`src/rtl/udp_tx_arbiter.sv`:
```
// Packet-level round-robin arbiter for the UDP egress path.
// Holds a grant per packet, registers the output and truncates overlong packets.
module udp_tx_arbiter #(
  parameter int C_S_AXI_DATA_WIDTH = 64,
  parameter int N_PORTS = 2,
  parameter int MAX_BEATS = 256
) (
  input  logic                                    core_clk,
  input  logic                                    core_rst_n,
  input  logic [N_PORTS*C_S_AXI_DATA_WIDTH-1:0]   in_tdata,
  input  logic [N_PORTS*C_S_AXI_DATA_WIDTH/8-1:0] in_tkeep,
  input  logic [N_PORTS-1:0]                      in_tvalid,
  input  logic [N_PORTS-1:0]                      in_tlast,
  output logic [N_PORTS-1:0]                      in_tready,
  output logic [C_S_AXI_DATA_WIDTH-1:0]           out_tdata,
  output logic [C_S_AXI_DATA_WIDTH/8-1:0]         out_tkeep,
  output logic                                    out_tvalid,
  output logic                                    out_tlast,
  input  logic                                    out_tready,
  output logic [1:0]                              grant_id,
  output logic                                    busy,
  output logic                                    pkt_trunc
);

  localparam int W  = C_S_AXI_DATA_WIDTH;
  localparam int KW = C_S_AXI_DATA_WIDTH / 8;

  typedef enum logic [1:0] {
    IDLE  = 2'd0,
    BUSY  = 2'd1,
    DRAIN = 2'd2
  } state_t;

  state_t state, state_nxt;

  logic [1:0]    last_grant;
  logic [1:0]    sel;
  logic          sel_vld;
  logic [15:0]   beat_cnt;
  logic          g_valid;
  logic          g_last;
  logic          g_ready;
  logic [W-1:0]  g_data;
  logic [KW-1:0] g_keep;
  logic          acc;
  logic          cnt_hit;

  // Walk from lowest to highest priority so the nearest port wins.
  always_comb begin
    sel     = last_grant;
    sel_vld = 1'b0;
    for (int k = N_PORTS; k >= 1; k--) begin
      for (int p = 0; p < N_PORTS; p++) begin
        if (p == (int'(last_grant) + k) % N_PORTS && in_tvalid[p]) begin
          sel     = 2'(p);
          sel_vld = 1'b1;
        end
      end
    end
  end

  always_comb begin
    g_valid = 1'b0;
    g_last  = 1'b0;
    g_data  = '0;
    g_keep  = '0;
    for (int p = 0; p < N_PORTS; p++) begin
      if (grant_id == 2'(p)) begin
        g_valid = in_tvalid[p];
        g_last  = in_tlast[p];
        g_data  = in_tdata[p*W +: W];
        g_keep  = in_tkeep[p*KW +: KW];
      end
    end
  end

  assign acc     = g_valid & g_ready;
  assign cnt_hit = ({1'b0, beat_cnt} + 17'd1) == 17'(MAX_BEATS);

  always_ff @(posedge core_clk or negedge core_rst_n) begin
    if (!core_rst_n) state <= IDLE;
    else             state <= state_nxt;
  end

  always_comb begin
    state_nxt = state;
    unique case (state)
      IDLE: begin
        if (sel_vld) state_nxt = BUSY;
      end
      BUSY: begin
        if (acc && g_last)       state_nxt = IDLE;
        else if (acc && cnt_hit) state_nxt = DRAIN;
      end
      DRAIN: begin
        if (acc && g_last) state_nxt = IDLE;
      end
      default: state_nxt = IDLE;
    endcase
  end

  always_comb begin
    g_ready   = 1'b0;
    in_tready = '0;
    busy      = 1'b0;
    unique case (state)
      BUSY: begin
        g_ready = ~out_tvalid | out_tready;
        busy    = 1'b1;
      end
      DRAIN: begin
        g_ready = 1'b1;
        busy    = 1'b1;
      end
      default: begin
        g_ready = 1'b0;
      end
    endcase
    for (int p = 0; p < N_PORTS; p++) begin
      in_tready[p] = g_ready & (grant_id == 2'(p));
    end
  end

  always_ff @(posedge core_clk or negedge core_rst_n) begin
    if (!core_rst_n) begin
      last_grant <= 2'(N_PORTS - 1);
      grant_id   <= 2'd0;
      beat_cnt   <= '0;
      out_tdata  <= '0;
      out_tkeep  <= '0;
      out_tvalid <= 1'b0;
      out_tlast  <= 1'b0;
      pkt_trunc  <= 1'b0;
    end else begin
      pkt_trunc <= 1'b0;
      if (state == IDLE && sel_vld) begin
        grant_id <= sel;
        beat_cnt <= '0;
      end
      if (acc) beat_cnt <= beat_cnt + 16'd1;
      if (acc && g_last) last_grant <= grant_id;
      if (state == BUSY && acc) begin
        out_tdata  <= g_data;
        out_tkeep  <= g_keep;
        out_tlast  <= g_last | cnt_hit;
        out_tvalid <= 1'b1;
        pkt_trunc  <= ~g_last & cnt_hit;
      end else if (out_tready) begin
        out_tvalid <= 1'b0;
      end
    end
  end

endmodule

```
`config.mk`:
```
export PLATFORM = sky130hd
export DESIGN_NAME = udp_tx_arbiter
export DESIGN_NICKNAME = d
export VERILOG_FILES = /design/src/rtl/udp_tx_arbiter.sv
export SDC_FILE = /design/constraint.sdc
export NUM_CORES = 1
export LEC_CHECK = 0
export ABC_AREA = 1
export BUFFER_PORTS_ARGS = -buffer_cell sky130_fd_sc_hd__buf_2
export CORE_MARGIN = 4
export CORE_UTILIZATION = 36
export CTS_CLUSTER_SIZE = 10
export DETAILED_ROUTE_END_ITERATION = 8
export PLACE_DENSITY_LB_ADDON = 0.1
export SYNTH_ARGS = -nofsm -noshare
export SYNTH_HDL_FRONTEND = slang
export SYNTH_SLANG_ARGS = --single-unit
export TNS_END_PERCENT = 1
```
`constraint.sdc`:
```
create_clock -name core_clk -period 1.6 [get_ports core_clk]
set_input_delay 0.16 -clock core_clk [delete_from_list [all_inputs] [get_ports core_clk]]
set_output_delay 0.16 -clock core_clk [all_outputs]
set_load 0.03 [all_outputs]
```
==> flow_summary_export.csv, run 1 <==
group,metric,value,unit
synth,synth_fp_nets,786,
final_layout,areaGrowthSynthToFinish,46.90,%
timing,worst_slew_pin_slew,0.6223,ns
setup_path,critical_path.startpoint_type,"flip-flop",
place,gp_congestion,0.8798,
cts,clk_pin_slew_worst_paths,0.07,ns
synth,synth-edff-count,0,
synth,total_standard_cell_area_after_synthesis,5071,µm²
cts,cts.sink_count,96,
global_routing,grt_pass1_vias,5469,
floorplanning,design.portCount,231,
cts,clock_tree_from_tritoncts,"done",
hold_path,hold_class,"primary input to flip-flop",
timing,grt_setup_unrepaired,"yes",
timing,minimum_clock_period_after_layout,1.768,ns
floorplanning,core_area,13830,µm²
timing,finalHoldViolCount,0,
global_routing,globalRouteOverflowTotal,0,
cts,cts_htree_levels,3,
final_layout,finish.utilization,0.5388,
setup_path,path_max_fanout,2,
synth,postSynthCellCount,631,
detailed_routing,postRouteAntennaNets,0,
cts,cts-buffers-inserted,9,
setup_path,critical_path_required,1.44,ns
global_routing,global_route_wire_length_before_repair,26.85,mm
power,leakage,3.598,nW
status,outcome,"finished, violations left",
cts,cts.path.max_buffers,2,
detailed_routing,detail_route.wirelength,17.29,mm
place,portBuffers,230,
detailed_routing,vias_per_cell,5.270,
cts,clockRootBuffer,"clkbuf_16",
floorplanning,die_h,126.7,µm
detailed_routing,detail_route.drc_violations,0,
final_layout,diodes,0,
power,vdd_ir_drop_max,1.018,mV
detailed_routing,routedWlPerCell,16.13,µm
final_layout,multi_input_comb_area,2466,µm²
synth,async_flop_share,1.000,
synth,yosys_warnings,0,
floorplanning,floorplan.die.width,126.7,µm
timing,finClkSkew,0.007157,ns
setup_path,cp.arrival,1.61,ns
timing,setup-violations-final,83,
timing,timing.fmax,565.7,MHz
synth,synth-seq-area-share,0.4740,
final_layout,area.sequential,2409,µm²
synth,ys.flop_type,"dfrtp_1",
power,p_per_area,1857,nW/µm²
global_routing,initial_antenna_violation_count,0,
synth,yosys_register_bits,96,
timing,setup-tns-final,-8.180,ns
floorplanning,fp-row-count,43,
place,place_ws,-0.2535,ns
detailed_routing,drt_pass_1_iters,5,
cts,worst_skew_pair.late_latency,0.35,ns
floorplanning,initial_utilization,0.3668,
global_routing,grt_start_max_net_pins,145,
setup_path,timing.setup.critical_path_class,"flip-flop to output port",
timing,worst_slack,-0.1677,ns
place,hpwlAfterDp,12.04,mm
flow_run,drv_cap,0,
timing,share_of_the_clock_period_used_by_the_worst_path,1.105,
setup_path,worst_setup_path_end_kind,"output port",
final_layout,final_net_count,1042,
global_routing,grt.total_usage,0.2076,
detailed_routing,vias,5649,
synth,synth_area_per_cell,8.037,µm²
floorplanning,dieArea,16050,µm²
detailed_routing,first_iteration_detailed_routing_drc_count,374,
timing,maxSlewViolCount,0,
final_layout,post_route_cells_drive_above_1_share,0.4126,
timing,relSlewSlack,0.5851,
status,violations,"setup timing",
synth,synth.lib_cells_used.distinct,28,
final_layout,fillers,1312,
power,power_consumption,13.83,mW
-- layout by cell type (no fill, tap or decap), types with 9 or more instances in the layout --
cell type	count
buf_2	226
nand3_1	158
dfrtp_1	91
nor2_1	84
a31oi_1	73
nand2_1	52
buf_4	40
inv_1	31
o21ai_0	15
buf_6	13
nand2_2	10
nor2_2	9
clkbuf_16	9
buf_12	9
-- worst max-delay path: stages (launching register included) --
cell and delay [ns]:
dfrtp_1 0.40, inv_2 0.08, buf_6 0.12, ha_4 0.27, buf_6 0.11, nand2_4 0.06, nor2_4 0.10, buf_6 0.13
-- per-stage QoR --
step	hold slack, ns	instances	instance area, µm²
2_1_floorplan	-0.1356	631	5181
3_3_place_gp	0.1462	1045	6784
3_5_place_dp	0.1549	1045	6784
5_1_grt	0.01432	1072	7450
4_1_cts	0.002627	1071	7398
6_report	0.01137	1072	7450
-- per-layer routing --
layer | GRT usage | vias up | part of all wire
li1 | - | 2704 | -
met3 | 0.04421 | 37 | 0.081
met4 | 0.09274 | 0 | 0.028
met2 | 0.3325 | 253 | 0.46
met1 | 0.2709 | 2655 | 0.43
met5 | 0 | - | 0
-- flip-flops by register name (all words and copies together) (netlist names) --
register / count
last_grant: 1
grant_id: 2
pkt_trunc: 1
beat_cnt: 16
out_tvalid: 1
state: 2
out_tdata: 64
out_tlast: 1
out_tkeep: 8
-- final timing paths --
| path | depth (start not counted) | to | slack, ns | start |
|---|---|---|---|---|
| max in group asynchronous | 3 | beat_cnt[0] | 0.73 | core_rst_n |
| worst min-delay path | 2 | out_tvalid | 0.01 | out_tready |
| worst max-delay path | 7 | in_tready[1] | -0.17 | state[1] |
| worst max register to register | 14 | state[1] | -0.14 | beat_cnt[0] |
| worst min register to register | 2 | last_grant[0] | 0.51 | last_grant[0] |
| min in group asynchronous | 2 | out_tdata[34] | 0.30 | core_rst_n |
-- synthesized netlist by cell type, types with 4 or more instances --
cell        n  area, µm²
nand2_1    61      229.0
nand3_1   159      795.8
inv_1      37      138.9
nor2_2      5      31.28
clkbuf_1   30      112.6
ha_1        4      50.05
buf_4       8      60.06
nand4_1     6      37.54
o22ai_1     7      43.79
nor2_1     92      345.3
a31oi_1    73      456.7
buf_2      12      60.06
dfrtp_1    95       2377
o21ai_0    17      85.08
-- cell type report --
type / count / share of cell area
Timing Repair Buffer: 295 / 0.2561
Clock buffer: 10 / 0.03208
Clock inverter: 6 / 0.006886
Sequential cell: 96 / 0.3233
Multi-Input combinational cell: 446 / 0.3310
Inverter: 39 / 0.02032
Tap cell: 180 / 0.03023
-- cells by family (layout without fill, tap and decap cells) --
kind of cell,Yosys count,count (layout),share of synthesized area
and+or+nand+nor,338,338,0.3116
AOI/OAI and AO/OA,99,99,0.1182
DFF,96,96,0.4740
buffers and inverters,89,350,0.07476
xor gates and xnor gates,5,5,0.01160
adders and majority gates,4,4,0.009870
-- what timing repair did --
action                     in CTS  in global routing
setup buffers                   5                  1
pin swaps                      12                  3
setup endpoints to repair      96                 97
hold buffers                    1                  0
hold endpoints to repair       27                  0
gates resized for setup        45                 17
gates cloned                    4                  0
-- power breakdown --
group | leakage [nW] | switching (mW) | total, mW | internal [mW]
Combinational | 2.30 | 4.97 | 7.66 | 2.70
Clock | 0.133 | 0.995 | 2.11 | 1.12
Sequential | 1.16 | 0.589 | 4.06 | 3.47
Note: power is estimated with default switching activity, not from simulation.
==> run 2, diff against run 1 <==
--- a/config.mk
+++ b/config.mk
@@ -5,13 +5,13 @@
 export SDC_FILE = /design/constraint.sdc
 export NUM_CORES = 1
 export LEC_CHECK = 0
-export ABC_AREA = 1
+export ABC_AREA = 0
 export BUFFER_PORTS_ARGS = -buffer_cell sky130_fd_sc_hd__buf_2
 export CORE_MARGIN = 4
 export CORE_UTILIZATION = 36
 export CTS_CLUSTER_SIZE = 10
 export DETAILED_ROUTE_END_ITERATION = 8
-export PLACE_DENSITY_LB_ADDON = 0.1
+export PLACE_DENSITY = 0.66
 export SYNTH_ARGS = -nofsm -noshare
 export SYNTH_HDL_FRONTEND = slang
 export SYNTH_SLANG_ARGS = --single-unit
==> flow_summary_export.csv, run 2 <==
group,metric,value,unit
power,power_consumption,13.19,mW
floorplanning,dieArea,16150,µm²
setup_path,critical_path.startpoint_type,"flip-flop",
timing,grt_setup_unrepaired,"yes",
place,gp_congestion,0.8581,
cts,cts.path.max_buffers,2,
synth,synth-edff-count,0,
timing,maxSlewViolCount,0,
status,violations,"setup timing",
synth,synth_top_area_cell,"dfrtp_1",
flow_run,drv_cap,0,
synth,yosys_warnings,0,
synth,synth.lib_cells_used.distinct,53,
setup_path,timing.critical_path.cells,"ha_4 -> nand2_1 -> nor4_2 -> xnor2_1 -> o2111ai_2 -> o31ai_4 -> mux2_4",
synth,synth_commonest_cells,"dfrtp_1, nand2_1, o31ai_1",
synth,postSynthCellCount,499,
final_layout,diodes,0,
timing,worst_slack,-0.5065,ns
cts,cts_htree_levels,3,
synth,synthXorXnorAreaFrac,0.006616,
synth,yosys-top-cells-area,"dfrtp_1, mux2i_1, o31ai_1",
setup_path,path_max_fanout,6,
power,p_per_area,1758,nW/µm²
final_layout,fin_area,7501,µm²
setup_path,critical_path_required,1.83,ns
synth,synth_top_family_by_area,"compound AO/OA/AOI/OAI gates",
cts,clk_pin_slew_worst_paths,0.07,ns
floorplanning,floorplan.die.width,127.1,µm
cts,cts.sink_count,96,
synth,yosys-mux-area-fraction,0.1517,
synth,synth_most_common_cell,"dfrtp_1",
final_layout,final_net_count,918,
synth,synth_fp_nets,654,
setup_path,worst_setup_path_end_kind,"flip-flop",
timing,timing.fmax,474.7,MHz
final_layout,post_route_cells_drive_above_1_share,0.5046,
power,leakage,3.877,nW
timing,minimum_clock_period_after_layout,2.107,ns
final_layout,largest_register_ffs,64,
floorplanning,die_h,127.1,µm
global_routing,globalRouteOverflowTotal,0,
detailed_routing,detail_route.wirelength,14.87,mm
setup_path,path_buf_inv,0,
global_routing,grt.total_usage,0.1778,
final_layout,finish.utilization,0.5404,
detailed_routing,routedWlPerCell,15.70,µm
detailed_routing,first_iteration_detailed_routing_drc_count,132,
final_layout,largest_registers,"out_tdata (64), beat_cnt (16), out_tkeep (8)",
setup_path,cp.arrival,2.33,ns
detailed_routing,postRouteAntennaNets,0,
synth,top_cell_type_s_share_of_synthesized_area,0.4656,
power,vdd_ir_drop_max,0.8741,mV
setup_path,timing.setup.critical_path_class,"flip-flop to flip-flop",
synth,synth_area_per_cell,10.23,µm²
global_routing,global_route_wire_length_before_repair,23.25,mm
status,outcome,"finished, violations left",
synth,async_flop_share,1.000,
place,placed_cell_area,6937,µm²
global_routing,initial_antenna_violation_count,0,
synth,total_standard_cell_area_after_synthesis,5106,µm²
floorplanning,core_area,13880,µm²
hold_path,hold_class,"primary input to flip-flop",
cts,clock_tree_from_tritoncts,"done",
floorplanning,initial_utilization,0.3679,
place,portBuffers,230,
final_layout,most_common_cell_after_layout_fill_and_taps_aside,"buf_2",
detailed_routing,vias_per_cell,5.030,
synth,yosys_register_bits,96,
synth,synth-seq-area-share,0.4707,
detailed_routing,vias,4763,
timing,relSlewSlack,0.4033,
synth,synth-adder-area-share,0.009802,
global_routing,grt_pass1_vias,4838,
final_layout,top_register,"out_tdata",
cts,worst_skew_pair.late_latency,0.35,ns
cts,cts-buffers-inserted,9,
final_layout,areaGrowthSynthToFinish,46.90,%
timing,finalHoldViolCount,0,
global_routing,grt_start_max_net_pins,97,
floorplanning,fp-row-count,43,
detailed_routing,drt_pass_1_iters,4,
detailed_routing,detail_route.drc_violations,0,
setup_path,critical-path-max-stage-delay,0.46,ns
timing,setup-violations-final,96,
timing,finClkSkew,0.007438,ns
timing,worst_slew_pin_slew,0.8950,ns
synth,ys.flop_type,"dfrtp_1",
setup_path,worst_path_max_delay_cell,"dfrtp_2",
final_layout,top_library_cells_by_usage_in_the_layout_fill_and_taps_aside,"buf_2, nand2_1, dfrtp_1",
synth,post_synthesis_compound_gate_area_fraction,0.1647,
timing,share_of_the_clock_period_used_by_the_worst_path,1.317,
floorplanning,design.portCount,231,
final_layout,fillers,1267,
place,hpwlAfterDp,11.29,mm
synth,synth_simple_gate_area_share,0.1522,
cts,clockRootBuffer,"clkbuf_16",
setup_path,path_delay_family,"compound AO/OA/AOI/OAI gates",
[run 2: report_power, final]
part           leakage, nW  internal [mW]  total, mW  switching, mW
registers             1.23           3.33       3.86          0.537
logic                 2.50           2.67       7.01           4.34
clock network        0.155           1.40       2.31          0.907
[run 2: what timing repair did]
item	in CTS	in global routing
gates resized for setup	11	44
setup buffers	0	4
hold endpoints to repair	95	0
pin swaps	1	12
setup endpoints to repair	96	97
hold buffers	1	0
[run 2: kinds of logic after synthesis]
| group | after synthesis |
|---|---|
| mux | 77 |
| flops | 96 |
| buf+inv | 46 |
| compound gates | 118 |
| fa+ha+maj | 4 |
| xor+xnor | 3 |
| simple gates | 155 |
[run 2: stage by stage]
step	worst slack [ns]	setup TNS, ns	cells	hold WS, ns
2_1_floorplan	-0.3062	-21.36	499	-0.1356
3_3_place_gp	-0.4679	-13.49	927	0.2562
3_5_place_dp	-0.5069	-20.83	927	0.2596
4_1_cts	-0.4646	-22.12	943	0.1170
5_1_grt	-0.5856	-26.03	947	0.1448
6_report	-0.5065	-18.53	947	0.1322
[run 2: area by class of cell]
type / instances / area (µm²) / area share
clock buffer: 10 / 239.0 / 0.03186
clock inverter: 5 / 81.33 / 0.01084
sequential: 96 / 2416 / 0.3221
tap: 180 / 225.2 / 0.03003
timing repair buffer: 296 / 1764 / 0.2352
inverter: 3 / 11.26 / 0.001501
multi-input combinational: 357 / 2764 / 0.3685
[run 2: worst paths after layout]
path,startpoint,endpoint,slack (ns),cells after the start
max,beat_cnt[0],state[0],-0.51,7
min,in_tvalid[1],grant_id[0],0.13,2
max reg2reg,beat_cnt[0],state[0],-0.51,7
min reg2reg,out_tdata[20],out_tdata[20],0.48,2
max in group asynchronous,core_rst_n,grant_id[0],0.77,3
min in group asynchronous,core_rst_n,out_tlast,0.40,3
[run 2: worst register-to-register path: stages (launching register included)]
cell and delay [ns]:
dfrtp_2 0.46, ha_4 0.18, nand2_1 0.11, nor4_2 0.22, xnor2_1 0.19, o2111ai_2 0.18, o31ai_4 0.32, mux2_4 0.33
[run 2: metal layers]
metal	track usage	vias up	wire length (µm)
met1	0.2199	2255	6231
met5	0	-	0
li1	-	2357	-
met2	0.3060	128	7670
met3	0.03554	23	633
met4	0.06940	0	331
==> run 3, diff against run 2 <==
--- a/config.mk
+++ b/config.mk
@@ -7,11 +7,13 @@
 export LEC_CHECK = 0
 export ABC_AREA = 0
 export BUFFER_PORTS_ARGS = -buffer_cell sky130_fd_sc_hd__buf_2
+export CELL_PAD_IN_SITES_DETAIL_PLACEMENT = 0
+export CELL_PAD_IN_SITES_GLOBAL_PLACEMENT = 1
 export CORE_MARGIN = 4
 export CORE_UTILIZATION = 36
 export CTS_CLUSTER_SIZE = 10
 export DETAILED_ROUTE_END_ITERATION = 8
-export PLACE_DENSITY = 0.66
+export PLACE_DENSITY_LB_ADDON = 0.1
 export SYNTH_ARGS = -nofsm -noshare
 export SYNTH_HDL_FRONTEND = slang
 export SYNTH_SLANG_ARGS = --single-unit
==> constraint.sdc (replaced) <==
create_clock -name core_clk -period 2.5 [get_ports core_clk]
set_input_delay 0.25 -clock core_clk [delete_from_list [all_inputs] [get_ports core_clk]]
set_output_delay 0.25 -clock core_clk [all_outputs]
set_load 0.03 [all_outputs]
==> flow_summary_export.csv, run 3 (synthesized netlist as in run 2, its figures left out) <==
group,metric,value,unit
cts,clk_pin_slew_worst_paths,0.06,ns
final_layout,final_net_count,866,
setup_path,worst_setup_path_end_kind,"flip-flop",
floorplanning,die_h,127.1,µm
timing,minimum_clock_period_after_layout,2.272,ns
final_layout,post_route_cells_drive_above_1_share,0.3894,
setup_path,timing.setup.critical_path_class,"flip-flop to flip-flop",
final_layout,fillers,1351,
power,internal_power,4.229,mW
power,leakage,3.504,nW
cts,cts.sink_count,96,
timing,relSlewSlack,0.5184,
floorplanning,core_area,13880,µm²
floorplanning,design.portCount,231,
detailed_routing,detail_route.wirelength,14.44,mm
final_layout,top_register,"out_tdata",
floorplanning,fp-row-count,43,
power,switching_power,3.475,mW
setup_path,path_max_fanout,53,
detailed_routing,first_iteration_detailed_routing_drc_count,209,
setup_path,critical_path.startpoint_type,"flip-flop",
global_routing,initial_antenna_violation_count,0,
timing,finClkSkew,0.006894,ns
floorplanning,floorplan.die.width,127.1,µm
timing,maxSlewViolCount,0,
timing,hold-worst-slack,0.2087,ns
final_layout,largest_registers,"out_tdata (64), beat_cnt (16), out_tkeep (8)",
final_layout,top_library_cells_by_usage_in_the_layout_fill_and_taps_aside,"buf_2, dfrtp_1, nand2_1",
timing,finalHoldViolCount,0,
place,portBuffers,230,
final_layout,fin_area,6704,µm²
timing,timing.fmax,440.1,MHz
timing,share_of_the_clock_period_used_by_the_worst_path,0.9088,
final_layout,diodes,0,
timing,worst_slew_pin_slew,0.7224,ns
timing,grt_setup_unrepaired,"no",
cts,cts_htree_levels,3,
cts,clock_tree_from_tritoncts,"done",
global_routing,grt_pass1_vias,4486,
setup_path,cp.arrival,2.52,ns
timing,setup-violations-final,0,
final_layout,most_common_cell_after_layout_fill_and_taps_aside,"buf_2",
global_routing,grt_start_max_net_pins,94,
final_layout,largest_register_ffs,64,
power,vdd_ir_drop_max,0.5685,mV
detailed_routing,detail_route.drc_violations,0,
global_routing,grt.total_usage,0.1772,
cts,worst_skew_pair.late_latency,0.35,ns
power,p_per_area,1149,nW/µm²
place,hpwlAfterDp,10.79,mm
hold_path,hold_class,"primary input to flip-flop",
final_layout,areaGrowthSynthToFinish,31.29,%
detailed_routing,drt_pass_1_iters,4,
power,fraction_of_power_spent_switching_nets,0.4510,
place,placed_cell_area,6417,µm²
place,gp_congestion,0.8543,
power,power.sequential.fraction,0.315,
floorplanning,dieArea,16150,µm²
setup_path,critical_path_required,2.75,ns
cts,clockRootBuffer,"clkbuf_16",
cts,post_cts_buffers,0,
status,outcome,"finished, final reports clean",
detailed_routing,vias,4469,
cts,cts-buffers-inserted,9,
global_routing,global_route_wire_length_before_repair,22.85,mm
timing,worst_slack,0.2279,ns
flow_run,drv_cap,0,
power,part_of_the_power_in_the_clock_network,0.175,
floorplanning,initial_utilization,0.3679,
timing,setup-tns-final,0,ns
global_routing,globalRouteOverflowTotal,0,
cts,cts.path.max_buffers,2,
detailed_routing,routedWlPerCell,16.15,µm
place,place_ws,0.2209,ns
detailed_routing,postRouteAntennaNets,0,
detailed_routing,vias_per_cell,4.999,
power,power.combinational.fraction,0.510,
final_layout,finish.utilization,0.4830,
## run 3: what timing repair did
item / CTS / global route
endpoints found under the hold margin: 42 / 0
resized for setup: 0 / 0
hold buffers: 1 / 0
## run 3: worst paths after layout
| check | startpoint | endpoint | slack, ns | cells after the start |
|---|---|---|---|---|
| min | in_tvalid[1] | grant_id[0] | 0.21 | 2 |
| min in group asynchronous | core_rst_n | grant_id[1] | 0.45 | 2 |
| max in group asynchronous | core_rst_n | out_tdata[38] | 1.36 | 3 |
| max reg2reg | state[0] | out_tdata[23] | 0.23 | 8 |
| min reg2reg | out_tkeep[0] | out_tkeep[0] | 0.47 | 2 |
| max | state[0] | out_tdata[23] | 0.23 | 8 |
## run 3: worst max-delay path: stages, from the launching register on
cell,delay (ns)
dfrtp_1,0.37
inv_1,0.07
ha_1,0.32
nand2b_1,0.12
nor3_1,0.42
buf_4,0.22
nand2_4,0.06
buf_4,0.28
o31ai_1,0.29
## run 3: layer usage
metal	share of wire	wire, µm	track usage
met1	0.44	6348	0.2246
met2	0.47	6817	0.2933
met3	0.074	1070	0.04849
met4	0.014	204	0.05994
met5	0	0	0
## run 3: layout make-up
cell class,instances,area (µm²),share of cell area
Clock buffer,11,232.7,0.03471
Sequential cell,96,2409,0.3593
Timing Repair Buffer,244,1299,0.1937
Multi-Input combinational cell,357,2484,0.3705
Inverter,3,11.26,0.001680
Tap cell,180,225.2,0.03359
Clock inverter,3,43.79,0.006532
## run 3: stage by stage
| stage | total power [mW] | instances |
|---|---|---|
| 2_1_floorplan | 5.202 | 499 |
| 3_3_place_gp | 6.378 | 879 |
| 3_5_place_dp | 6.450 | 879 |
| 4_1_cts | 7.822 | 894 |
| 5_1_grt | 8.230 | 894 |
| 6_report | 7.704 | 894 |
## run 3: power groups by stage
stage / Sequential, mW / Combinational, mW / Clock, mW
6_report: 2.43 / 3.93 / 1.35
5_1_grt: 2.51 / 4.26 / 1.46
4_1_cts: 2.44 / 3.99 / 1.39
3_5_place_dp: 2.45 / 4.00 / 0
3_3_place_gp: 2.43 / 3.95 / 0
2_1_floorplan: 3.45 / 1.75 / 0
